[src/rtl/lstm_mem_pkg.sv]
// Shared definitions for the LSTM activation-memory sequencer: address width,
// FSM state encoding and slice base-address arithmetic.
package lstm_mem_pkg;

   localparam int ADDR_W = 12;

   typedef enum logic [1:0] {
      IDLE   = 2'd0,
      RUN    = 2'd1,
      FINISH = 2'd2
   } state_t;

   // First word address of slice t_sel when each slice holds num words.
   function automatic logic [31:0] slice_base(input logic [31:0] t_sel, input int unsigned num);
      return t_sel * num;
   endfunction

endpackage

[src/rtl/memory_cell_seq_if.sv]
// Control, stream and memory-port bundle between the sequencer (master) and
// its surroundings: datapath plus memory_cell (slave).
interface memory_cell_seq_if
   import lstm_mem_pkg::*;
#(
   parameter int WIDTH  = 32,
   parameter int ADDR_W = lstm_mem_pkg::ADDR_W
);
   logic              start;
   logic [ADDR_W-1:0] t_sel;
   logic              busy;
   logic              done;
   logic              err;
   logic [WIDTH-1:0]  rd_data;
   logic              rd_valid;
   logic              rd_last;
   logic              rd_ready;
   logic [WIDTH-1:0]  wr_data;
   logic              wr_valid;
   logic              wr_ready;
   logic              mem_wr_a;
   logic [ADDR_W-1:0] mem_addr_a;
   logic [WIDTH-1:0]  mem_i_a;
   logic [ADDR_W-1:0] mem_addr_b;
   logic [WIDTH-1:0]  mem_o_b;

   modport master (
      input  start, t_sel, rd_ready, wr_data, wr_valid, mem_o_b,
      output busy, done, err, rd_data, rd_valid, rd_last, wr_ready,
             mem_wr_a, mem_addr_a, mem_i_a, mem_addr_b
   );

   modport slave (
      output start, t_sel, rd_ready, wr_data, wr_valid, mem_o_b,
      input  busy, done, err, rd_data, rd_valid, rd_last, wr_ready,
             mem_wr_a, mem_addr_a, mem_i_a, mem_addr_b
   );
endinterface

[src/rtl/rd_skid_buf.sv]
// Two-entry skid buffer for the read stream; an empty buffer passes the pushed
// word straight to the head so the memory's read latency costs no extra cycle.
module rd_skid_buf
   import lstm_mem_pkg::*;
#(
   parameter int DW = 33
) (
   input  logic          clk,
   input  logic          rst,
   input  logic          push,
   input  logic [DW-1:0] push_data,
   input  logic          pop,
   output logic          head_valid,
   output logic [DW-1:0] head_data,
   output logic [1:0]    count
);
   logic [DW-1:0] ent0, ent1;

   assign head_valid = (count != 2'd0) || push;
   assign head_data  = (count != 2'd0) ? ent0 : (push ? push_data : '0);

   always_ff @(posedge clk or posedge rst) begin
      if (rst) begin
         count <= 2'd0;
         ent0  <= '0;
         ent1  <= '0;
      end else begin
         case (count)
            2'd0: if (push && !pop) begin
               ent0  <= push_data;
               count <= 2'd1;
            end
            2'd1: if (push && pop) begin
               ent0 <= push_data;
            end else if (push) begin
               ent1  <= push_data;
               count <= 2'd2;
            end else if (pop) begin
               count <= 2'd0;
            end
            // Full: the issue rule guarantees no push can arrive here.
            default: if (pop) begin
               ent0  <= ent1;
               count <= 2'd1;
            end
         endcase
      end
   end
endmodule

[src/rtl/memory_cell_seq.sv]
// Slice sequencer: streams NUM words out of memory port B and stores NUM result
// words through port A, finishing with a one-cycle done pulse.
module memory_cell_seq
   import lstm_mem_pkg::*;
#(
   parameter int WIDTH    = 32,
   parameter int NUM      = 53,
   parameter int TIMESTEP = 1,
   parameter int ADDR_W   = lstm_mem_pkg::ADDR_W
) (
   input logic               clk,
   input logic               rst,
   memory_cell_seq_if.master bus
);
   localparam int               CNT_W  = $clog2(NUM + 1);
   localparam logic [CNT_W-1:0] NUM_C  = CNT_W'(NUM);
   localparam logic [CNT_W-1:0] LAST_C = CNT_W'(NUM - 1);

   state_t            state;
   logic [ADDR_W-1:0] base;
   logic [CNT_W-1:0]  rd_cnt, wr_cnt, pop_cnt, pop_cnt_nxt, wr_cnt_nxt;
   logic              in_flight, in_flight_last;
   logic              busy_q, done_q, err_q;
   logic              run, issue, pop, wr_rdy, wr_acc, fin;
   logic              head_valid;
   logic [WIDTH:0]    head_data;
   logic [1:0]        skid_cnt;

   rd_skid_buf #(.DW(WIDTH + 1)) u_skid (
      .clk        (clk),
      .rst        (rst),
      .push       (in_flight),
      .push_data  ({in_flight_last, bus.mem_o_b}),
      .pop        (pop),
      .head_valid (head_valid),
      .head_data  (head_data),
      .count      (skid_cnt)
   );

   assign run = (state == RUN);
   // Only issue when the word being read plus those already owed still fit.
   assign issue  = run && (rd_cnt < NUM_C) && (({1'b0, in_flight} + skid_cnt) < 2'd2);
   assign pop    = run && head_valid && bus.rd_ready;
   assign wr_rdy = run && (wr_cnt < NUM_C);
   assign wr_acc = wr_rdy && bus.wr_valid;

   assign pop_cnt_nxt = pop_cnt + CNT_W'(pop);
   assign wr_cnt_nxt  = wr_cnt + CNT_W'(wr_acc);
   assign fin         = (pop_cnt_nxt == NUM_C) && (wr_cnt_nxt == NUM_C);

   assign bus.busy       = busy_q;
   assign bus.done       = done_q;
   assign bus.err        = err_q;
   assign bus.rd_valid   = run && head_valid;
   assign bus.rd_data    = run ? head_data[WIDTH-1:0] : '0;
   assign bus.rd_last    = run && head_valid && head_data[WIDTH];
   assign bus.wr_ready   = wr_rdy;
   assign bus.mem_wr_a   = wr_acc;
   assign bus.mem_addr_a = wr_acc ? base + ADDR_W'(wr_cnt) : '0;
   assign bus.mem_i_a    = wr_acc ? bus.wr_data : '0;
   assign bus.mem_addr_b = run ? base + ADDR_W'(rd_cnt) : '0;

   always_ff @(posedge clk or posedge rst) begin
      if (rst) begin
         state          <= IDLE;
         base           <= '0;
         rd_cnt         <= '0;
         wr_cnt         <= '0;
         pop_cnt        <= '0;
         in_flight      <= 1'b0;
         in_flight_last <= 1'b0;
         busy_q         <= 1'b0;
         done_q         <= 1'b0;
         err_q          <= 1'b0;
      end else begin
         done_q <= 1'b0;
         err_q  <= 1'b0;
         case (state)
            IDLE: if (bus.start) begin
               if (32'(bus.t_sel) < TIMESTEP) begin
                  base    <= ADDR_W'(slice_base(32'(bus.t_sel), NUM));
                  rd_cnt  <= '0;
                  wr_cnt  <= '0;
                  pop_cnt <= '0;
                  busy_q  <= 1'b1;
                  state   <= RUN;
               end else begin
                  err_q <= 1'b1;
               end
            end
            RUN: begin
               in_flight      <= issue;
               in_flight_last <= (rd_cnt == LAST_C);
               if (issue) rd_cnt <= rd_cnt + 1'b1;
               pop_cnt <= pop_cnt_nxt;
               wr_cnt  <= wr_cnt_nxt;
               if (fin) begin
                  done_q <= 1'b1;
                  busy_q <= 1'b0;
                  state  <= FINISH;
               end
            end
            default: state <= IDLE;
         endcase
      end
   end
endmodule
[src/flat_wrapper.sv]
// flat-port wrapper written by rule: the top's interface ports become plain ports
module memory_cell_seq_flat import lstm_mem_pkg::*;
#(
   parameter int WIDTH    = 32,
   parameter int NUM      = 53,
   parameter int TIMESTEP = 1,
   parameter int ADDR_W   = lstm_mem_pkg::ADDR_W
)
  (clk, rst, bus_start, bus_t_sel, bus_rd_ready, bus_wr_data, bus_wr_valid, bus_mem_o_b, bus_busy, bus_done, bus_err, bus_rd_data, bus_rd_valid, bus_rd_last, bus_wr_ready, bus_mem_wr_a, bus_mem_addr_a, bus_mem_i_a, bus_mem_addr_b);
  memory_cell_seq_if #(.WIDTH(WIDTH), .ADDR_W(ADDR_W)) bus_i ();
  input logic clk;
  input logic rst;
  input wire logic [$bits(bus_i.start)-1:0] bus_start;
  input wire logic [$bits(bus_i.t_sel)-1:0] bus_t_sel;
  input wire logic [$bits(bus_i.rd_ready)-1:0] bus_rd_ready;
  input wire logic [$bits(bus_i.wr_data)-1:0] bus_wr_data;
  input wire logic [$bits(bus_i.wr_valid)-1:0] bus_wr_valid;
  input wire logic [$bits(bus_i.mem_o_b)-1:0] bus_mem_o_b;
  output wire logic [$bits(bus_i.busy)-1:0] bus_busy;
  output wire logic [$bits(bus_i.done)-1:0] bus_done;
  output wire logic [$bits(bus_i.err)-1:0] bus_err;
  output wire logic [$bits(bus_i.rd_data)-1:0] bus_rd_data;
  output wire logic [$bits(bus_i.rd_valid)-1:0] bus_rd_valid;
  output wire logic [$bits(bus_i.rd_last)-1:0] bus_rd_last;
  output wire logic [$bits(bus_i.wr_ready)-1:0] bus_wr_ready;
  output wire logic [$bits(bus_i.mem_wr_a)-1:0] bus_mem_wr_a;
  output wire logic [$bits(bus_i.mem_addr_a)-1:0] bus_mem_addr_a;
  output wire logic [$bits(bus_i.mem_i_a)-1:0] bus_mem_i_a;
  output wire logic [$bits(bus_i.mem_addr_b)-1:0] bus_mem_addr_b;
  assign bus_i.start = bus_start;
  assign bus_i.t_sel = bus_t_sel;
  assign bus_i.rd_ready = bus_rd_ready;
  assign bus_i.wr_data = bus_wr_data;
  assign bus_i.wr_valid = bus_wr_valid;
  assign bus_i.mem_o_b = bus_mem_o_b;
  assign bus_busy = bus_i.busy;
  assign bus_done = bus_i.done;
  assign bus_err = bus_i.err;
  assign bus_rd_data = bus_i.rd_data;
  assign bus_rd_valid = bus_i.rd_valid;
  assign bus_rd_last = bus_i.rd_last;
  assign bus_wr_ready = bus_i.wr_ready;
  assign bus_mem_wr_a = bus_i.mem_wr_a;
  assign bus_mem_addr_a = bus_i.mem_addr_a;
  assign bus_mem_i_a = bus_i.mem_i_a;
  assign bus_mem_addr_b = bus_i.mem_addr_b;
  memory_cell_seq #(.WIDTH(WIDTH), .NUM(NUM), .TIMESTEP(TIMESTEP), .ADDR_W(ADDR_W)) u_core (.clk(clk), .rst(rst), .bus(bus_i));
endmodule
[config.mk]
export PLATFORM = sky130hd
export DESIGN_NAME = memory_cell_seq_flat
export DESIGN_NICKNAME = d
export VERILOG_FILES = /design/src/rtl/lstm_mem_pkg.sv /design/src/rtl/memory_cell_seq_if.sv /design/src/rtl/rd_skid_buf.sv /design/src/rtl/memory_cell_seq.sv /design/src/flat_wrapper.sv
export SDC_FILE = /design/constraint.sdc
export NUM_CORES = 1
export LEC_CHECK = 0
export ABC_AREA = 1
export BUFFER_PORTS_ARGS = -buffer_cell sky130_fd_sc_hd__buf_2
export CAP_MARGIN = 20
export CORE_MARGIN = 10
export CORE_UTILIZATION = 52
export CTS_CLUSTER_DIAMETER = 80
export DETAILED_ROUTE_END_ITERATION = 7
export PLACE_DENSITY = 0.88
export SLEW_MARGIN = 30
export SYNTH_ARGS = -nofsm -noshare
export SYNTH_HDL_FRONTEND = slang
export SYNTH_HIERARCHICAL = 1
export SYNTH_SLANG_ARGS = --single-unit
[constraint.sdc]
create_clock -name clk -period 4.33 [get_ports clk]
set_input_delay 0.866 -clock clk [delete_from_list [all_inputs] [get_ports clk]]
set_output_delay 0.866 -clock clk [all_outputs]
set_load 0.05 [all_outputs]
# Word level (Yosys, flattened, before mapping)
# Index checks and enable logic that the tools add are counted.
# W data, S select, Z words.
# word_totals
regBits	105
out_inout_bits	95
elab_cells	98
inputBits	81
# classes
muxes	35
n_bitwise	1
multipliers	1
n_reduce_logical	25
order_cmp	4
n_eq_ne	13
n_addsub	6
# op_table
operator	count
$mux W33	5
$pmux W33 S2	1
$mux W32	2
$pmux W6 S2	3
$add A12 B6 Y12	2
$mux W12	2
$eq A6 B6 Y1 const B	3
$mux W6	3
$mux W2	8
$reduce_and A3 Y1	5
$add A6 B1 Y6	2
$lt A12 B1 Y1 const B	1
$lt A6 B6 Y1 const B	2
$mul A12 B6 Y12 const B	1
$ne A2 B2 Y1 const B	6
$reduce_and A4 Y1	3
$logic_and A1 B1 Y1	10
$mux W1	8
$pmux W2 S2	2
$add A6 B1 Y6 const B	1
$eq A2 B1 Y1 const B	2
$logic_not A2 Y1	2
$reduce_bool A2 Y1	2
$ne A3 B1 Y1 const B	1
other kinds (8)	8

# Logic depth before layout (Yosys ltp)
# depth
ltp_word	9
mapped_depth	15
ltp_nobuf	15

# Cells and area by module
# Netlist, hierarchy kept.
# modules_own_cells
module	cells_each	area_per_inst_um2	seq_area_each_um2	instances
memory_cell_seq	655	4310.4	925.9	1
rd_skid_buf	489	3549.7	1701.6	1

# Worst setup path before layout
# Ideal clock, no wire load.
# synth_timing
kind	input -> register
startpoint	in bus_t_sel[2]
endpoint	reg u_core.base[10]
path_slack_ns	0.954
cell_stages	13
path_buffers	0
required_time_ns	4.204
setup_ns	0.126
arrival_ns	3.250
path_cell_list	inv_1 > ha_1 > fa_1 > inv_1 > fa_1 > inv_1 > ha_1 > a21oi_1 > or2_2 > nand3_1 > nand2_1 > nand3_1 > o21ai_0
# synth_between
elab_chain_len	2
word_cells_on_any_way	3
cone_classes	mul (1); order compare (1); reduce/logical (1)
# synth_lines
item	line	rtl
from (decl)	flat_wrapper.sv:14	input wire logic [$bits(bus_i.t_sel)-1:0] bus_t_sel;
branches (longest 2 deep; another with $mul A12 B6 Y12)	-	
to (signal assigned)	memory_cell_seq.sv:81	base <= ADDR_W'(slice_base(32'(bus.t_sel), NUM));
to (decl)	memory_cell_seq.sv:20	logic [ADDR_W-1:0] base;
# Several ways; the timed one is not identified.
# A chain may end at the register's enable or synchronous reset.

# Worst setup path after layout
# layout_timing
startpoint	reg u_core.u_skid.count[0]
endpoint	out bus_rd_last
# layout_between
word_cells_on_any_way	5
cone_classes	mux (1); reduce/logical (4)
# layout_rtl
item	line	rtl
from (decl)	rd_skid_buf.sv:15	output logic [1:0] count
from (signal assigned)	rd_skid_buf.sv:24	count <= 2'd0;
from (signal assigned)	rd_skid_buf.sv:31	count <= 2'd1;
from (signal assigned)	rd_skid_buf.sv:37	count <= 2'd2;
$reduce_bool A2 Y1	rd_skid_buf.sv:20	assign head_data = (count != 2'd0) ? ent0 : (push ? push_data : '0);
$mux W33	rd_skid_buf.sv:20	
via u_core.head_data[32]	memory_cell_seq.sv:26	logic [WIDTH:0] head_data;
$logic_and A1 B1 Y1	memory_cell_seq.sv:56	assign bus.rd_last = run && head_valid && head_data[WIDTH];
to (decl)	flat_wrapper.sv:24	output wire logic [$bits(bus_i.rd_last)-1:0] bus_rd_last;
# The timed path passes the listed nets, and every way through them passes these cells.

==> flow_summary_export.csv <==
group,metric,value,unit
synth,syn-mean-instance-area,6.87,um^2
timing,fin_setup_tns,0,ns
timing,setup_violations,0,
pwr,power.density,328,nW/um^2
clocking,ctsLongestPathBuffers,2,
synth,synth_seq_cells,105,
route,routed_wl,21300,um
timing,min_period,3.43,ns
timing,worst_pin_slew,0.903,ns
pwr,leakagePower,5.39,nW
clocking,path_clk_slew,0.07,ns
clocking,cts_sinks,105,
global_route,overflow,0,
clocking,numCtsBuffers,9,
timing,rsz0062_at_grt,"false",
timing,fmax,291,MHz
die,die_w,143,um
timing,relSlewSlack,39.7,%
route,drt-pass1-iter-count,8,
synth,synth_enable_flop_cells,0,
min_path,hold_class,"flop to flop",
setup_path,endpoint_kind,"primary output",
pwr,ir_drop,0.000226,V
placement,place.detailed.hpwl,15800,um
clocking,cts_setup_buffers,0,
route,first_iter_violations,548,
final_layout,fin_nets,1437,
timing,final_hold_viol_count,0,
synth,async_reset_ff_share,100,%
placement,port_buffers,175,
setup_path,cp.arrival,2.57,ns
placement,gp_congestion,0.918,
route,dr_total_vias,7729,
die,start_util,53.5,%
timing,worst_hold_slack,0.469,ns
synth,ys_types,40,
global_route,grt_pass1_wl,35500,um
timing,maxSlewViolCount,0,
timing,min_period_over_period,79.3,%
clocking,holdBufCountCts,0,
final_layout,nFillCells,1314,
die,fp.coreArea,14700,um^2
final_layout,seq_area,2630,um^2
global_route,antenna_found_initial,0,
synth,synthCells,1144,
setup_path,start_kind,"flop",
setup_path,cp_max_fo,18,
global_route,grt_pass1_vias,7417,
final_layout,synthToLayoutAreaGrowth,16.0,%
global_route,gr-usage-all-layers,20.8,%
timing,skew,0.0110,ns
setup_path,required,3.46,ns
clocking,cts_root_buf,"clkbuf_16",
final_layout,drive_gt1_share,18.1,%
clocking,cts_tree,"built",
die,die_h,143,um
route,via_per_inst,5.22,
die,pin_count,176,
clocking,cts-htree-levels,3,
synth,synth_flop_cell,"dfrtp_1",
die,die_area,20400,um^2
route,drc_errors,0,
synth,yosysWarningCount,6,
synth,syn-num-nets,1288,
route,wire_per_inst,14.4,um
job,drv_cap,0,
pwr,finalPower,2.99,mW
final_layout,antenna_cells,0,
synth,syn_area,7860,um^2
global_route,grt_max_degree,56,
final_layout,multiInputGateArea,4230,um^2
clocking,post_cts_resize_count,0,
run_status,status,"complete, no violations",
route,detail-route-antenna-nets,0,
setup_path,critPathKind,"flop to primary output",
clocking,insertion_delay,0.34,ns
die,rows,44,
synth,yosysSeqAreaShare,33.4,%
==> routing by layer <==
metal  GRT usage [%]  share of wire [%]  vias up
met4            7.33                2.0        0
met3            3.48                6.4       36
met2            35.9                 50      254
met1            25.5                 41     3581
li1                -                  -     3858
met5               0                  0        -
==> cells by family after synthesis <==
kind of cell	after synthesis	share of synthesized area (%)
AND/OR/NAND/NOR	550	29.5
buffers and inverters	242	12.7
AO/OA/AOI/OAI	169	11.3
flip-flops	105	33.4
adder cells (fa/ha/maj)	63	11.4
XOR/XNOR	15	1.67
==> layout make-up <==
| class | count | area share [%] |
|---|---|---|
| inverter | 193 | 7.99 |
| multi-input combinational | 797 | 46.5 |
| tap | 184 | 2.53 |
| clock inverter | 5 | 0.933 |
| sequential | 105 | 28.8 |
| timing repair buffer | 187 | 10.6 |
| clock buffer | 11 | 2.66 |
==> flip-flops by register name, indices dropped and copies added (netlist names), 2 cells and up <==
signal	flops
u_core/pop_cnt	6
u_core/u_skid/ent1	33
u_core/u_skid/count	2
u_core/wr_cnt	6
u_core/rd_cnt	6
u_core/u_skid/ent0	33
u_core/base	12
u_core/state	2
==> path summary, 6_finish.rpt <==
path,endpoint,cells past startpoint,startpoint,slack [ns]
hold reg to reg,u_core/u_skid/ent0[15],2,u_core/u_skid/ent0[15],0.47
hold / removal,u_core/u_skid/ent0[15],2,u_core/u_skid/ent0[15],0.47
min in group asynchronous,u_core/bus.done,3,rst,0.65
setup reg to reg,u_core/u_skid/ent1[32],8,u_core/u_skid/count[0],1.15
max in group asynchronous,u_core/u_skid/ent0[3],3,rst,2.86
setup / recovery,bus_rd_last,5,u_core/u_skid/count[0],0.90
==> metrics by stage <==
step / std cells / util (%) / instance area (um^2) / setup WS [ns]
floorplan: 1144 / - / 7860 / 0.954
global placement: 1466 / 59.8 / 8790 / 0.727
detailed placement: 1466 / 59.8 / 8790 / 0.599
CTS: 1482 / 62.0 / 9110 / 0.954
global route: 1482 / 62.0 / 9110 / 0.738
finish: 1482 / 62.0 / 9110 / 0.896
==> synthesized netlist by cell type, types with 3 or more instances <==
master / count / area (um^2)
nor3_1: 3 / 15.0
o21ai_1: 25 / 125
nand2_2: 7 / 43.8
buf_4: 9 / 67.6
dfrtp_1: 105 / 2630
nand3_2: 4 / 40.0
clkbuf_1: 12 / 45.0
o22ai_1: 6 / 37.5
inv_1: 184 / 691
xnor2_1: 8 / 70.1
a21oi_1: 27 / 135
buf_2: 24 / 120
nor2_1: 108 / 405
and3_1: 3 / 18.8
nand4_1: 9 / 56.3
o21ai_0: 102 / 510
inv_2: 6 / 22.5
nand3_1: 74 / 370
nand2_1: 328 / 1230
o211ai_1: 3 / 22.5
fa_1: 14 / 280
xor2_1: 7 / 61.3
buf_6: 3 / 33.8
nor2_2: 5 / 31.3
ha_1: 49 / 613
==> where the power goes <==
part | internal, mW | switching [mW]
clock | 0.528 | 0.362
sequential | 1.14 | 0.0988
combinational | 0.320 | 0.544
total | 1.99 | 1.00
==> critical path, stage by stage (launching register included) <==
cell and delay, ns:
dfrtp_1 0.70, or2_1 0.62, buf_4 0.36, o21ai_0 0.11, and3_1 0.22, buf_2 0.22
==> cells in the final DEF, fill, tap and decap left out, types with 25 or more instances in the layout <==
master	count
nand2_1	328
inv_1	183
buf_2	175
nor2_1	108
dfrtp_1	104
o21ai_0	102
nand3_1	74
ha_1	49
a21oi_1	27
o21ai_1	25
Note: power is estimated with default switching activity, not from simulation.
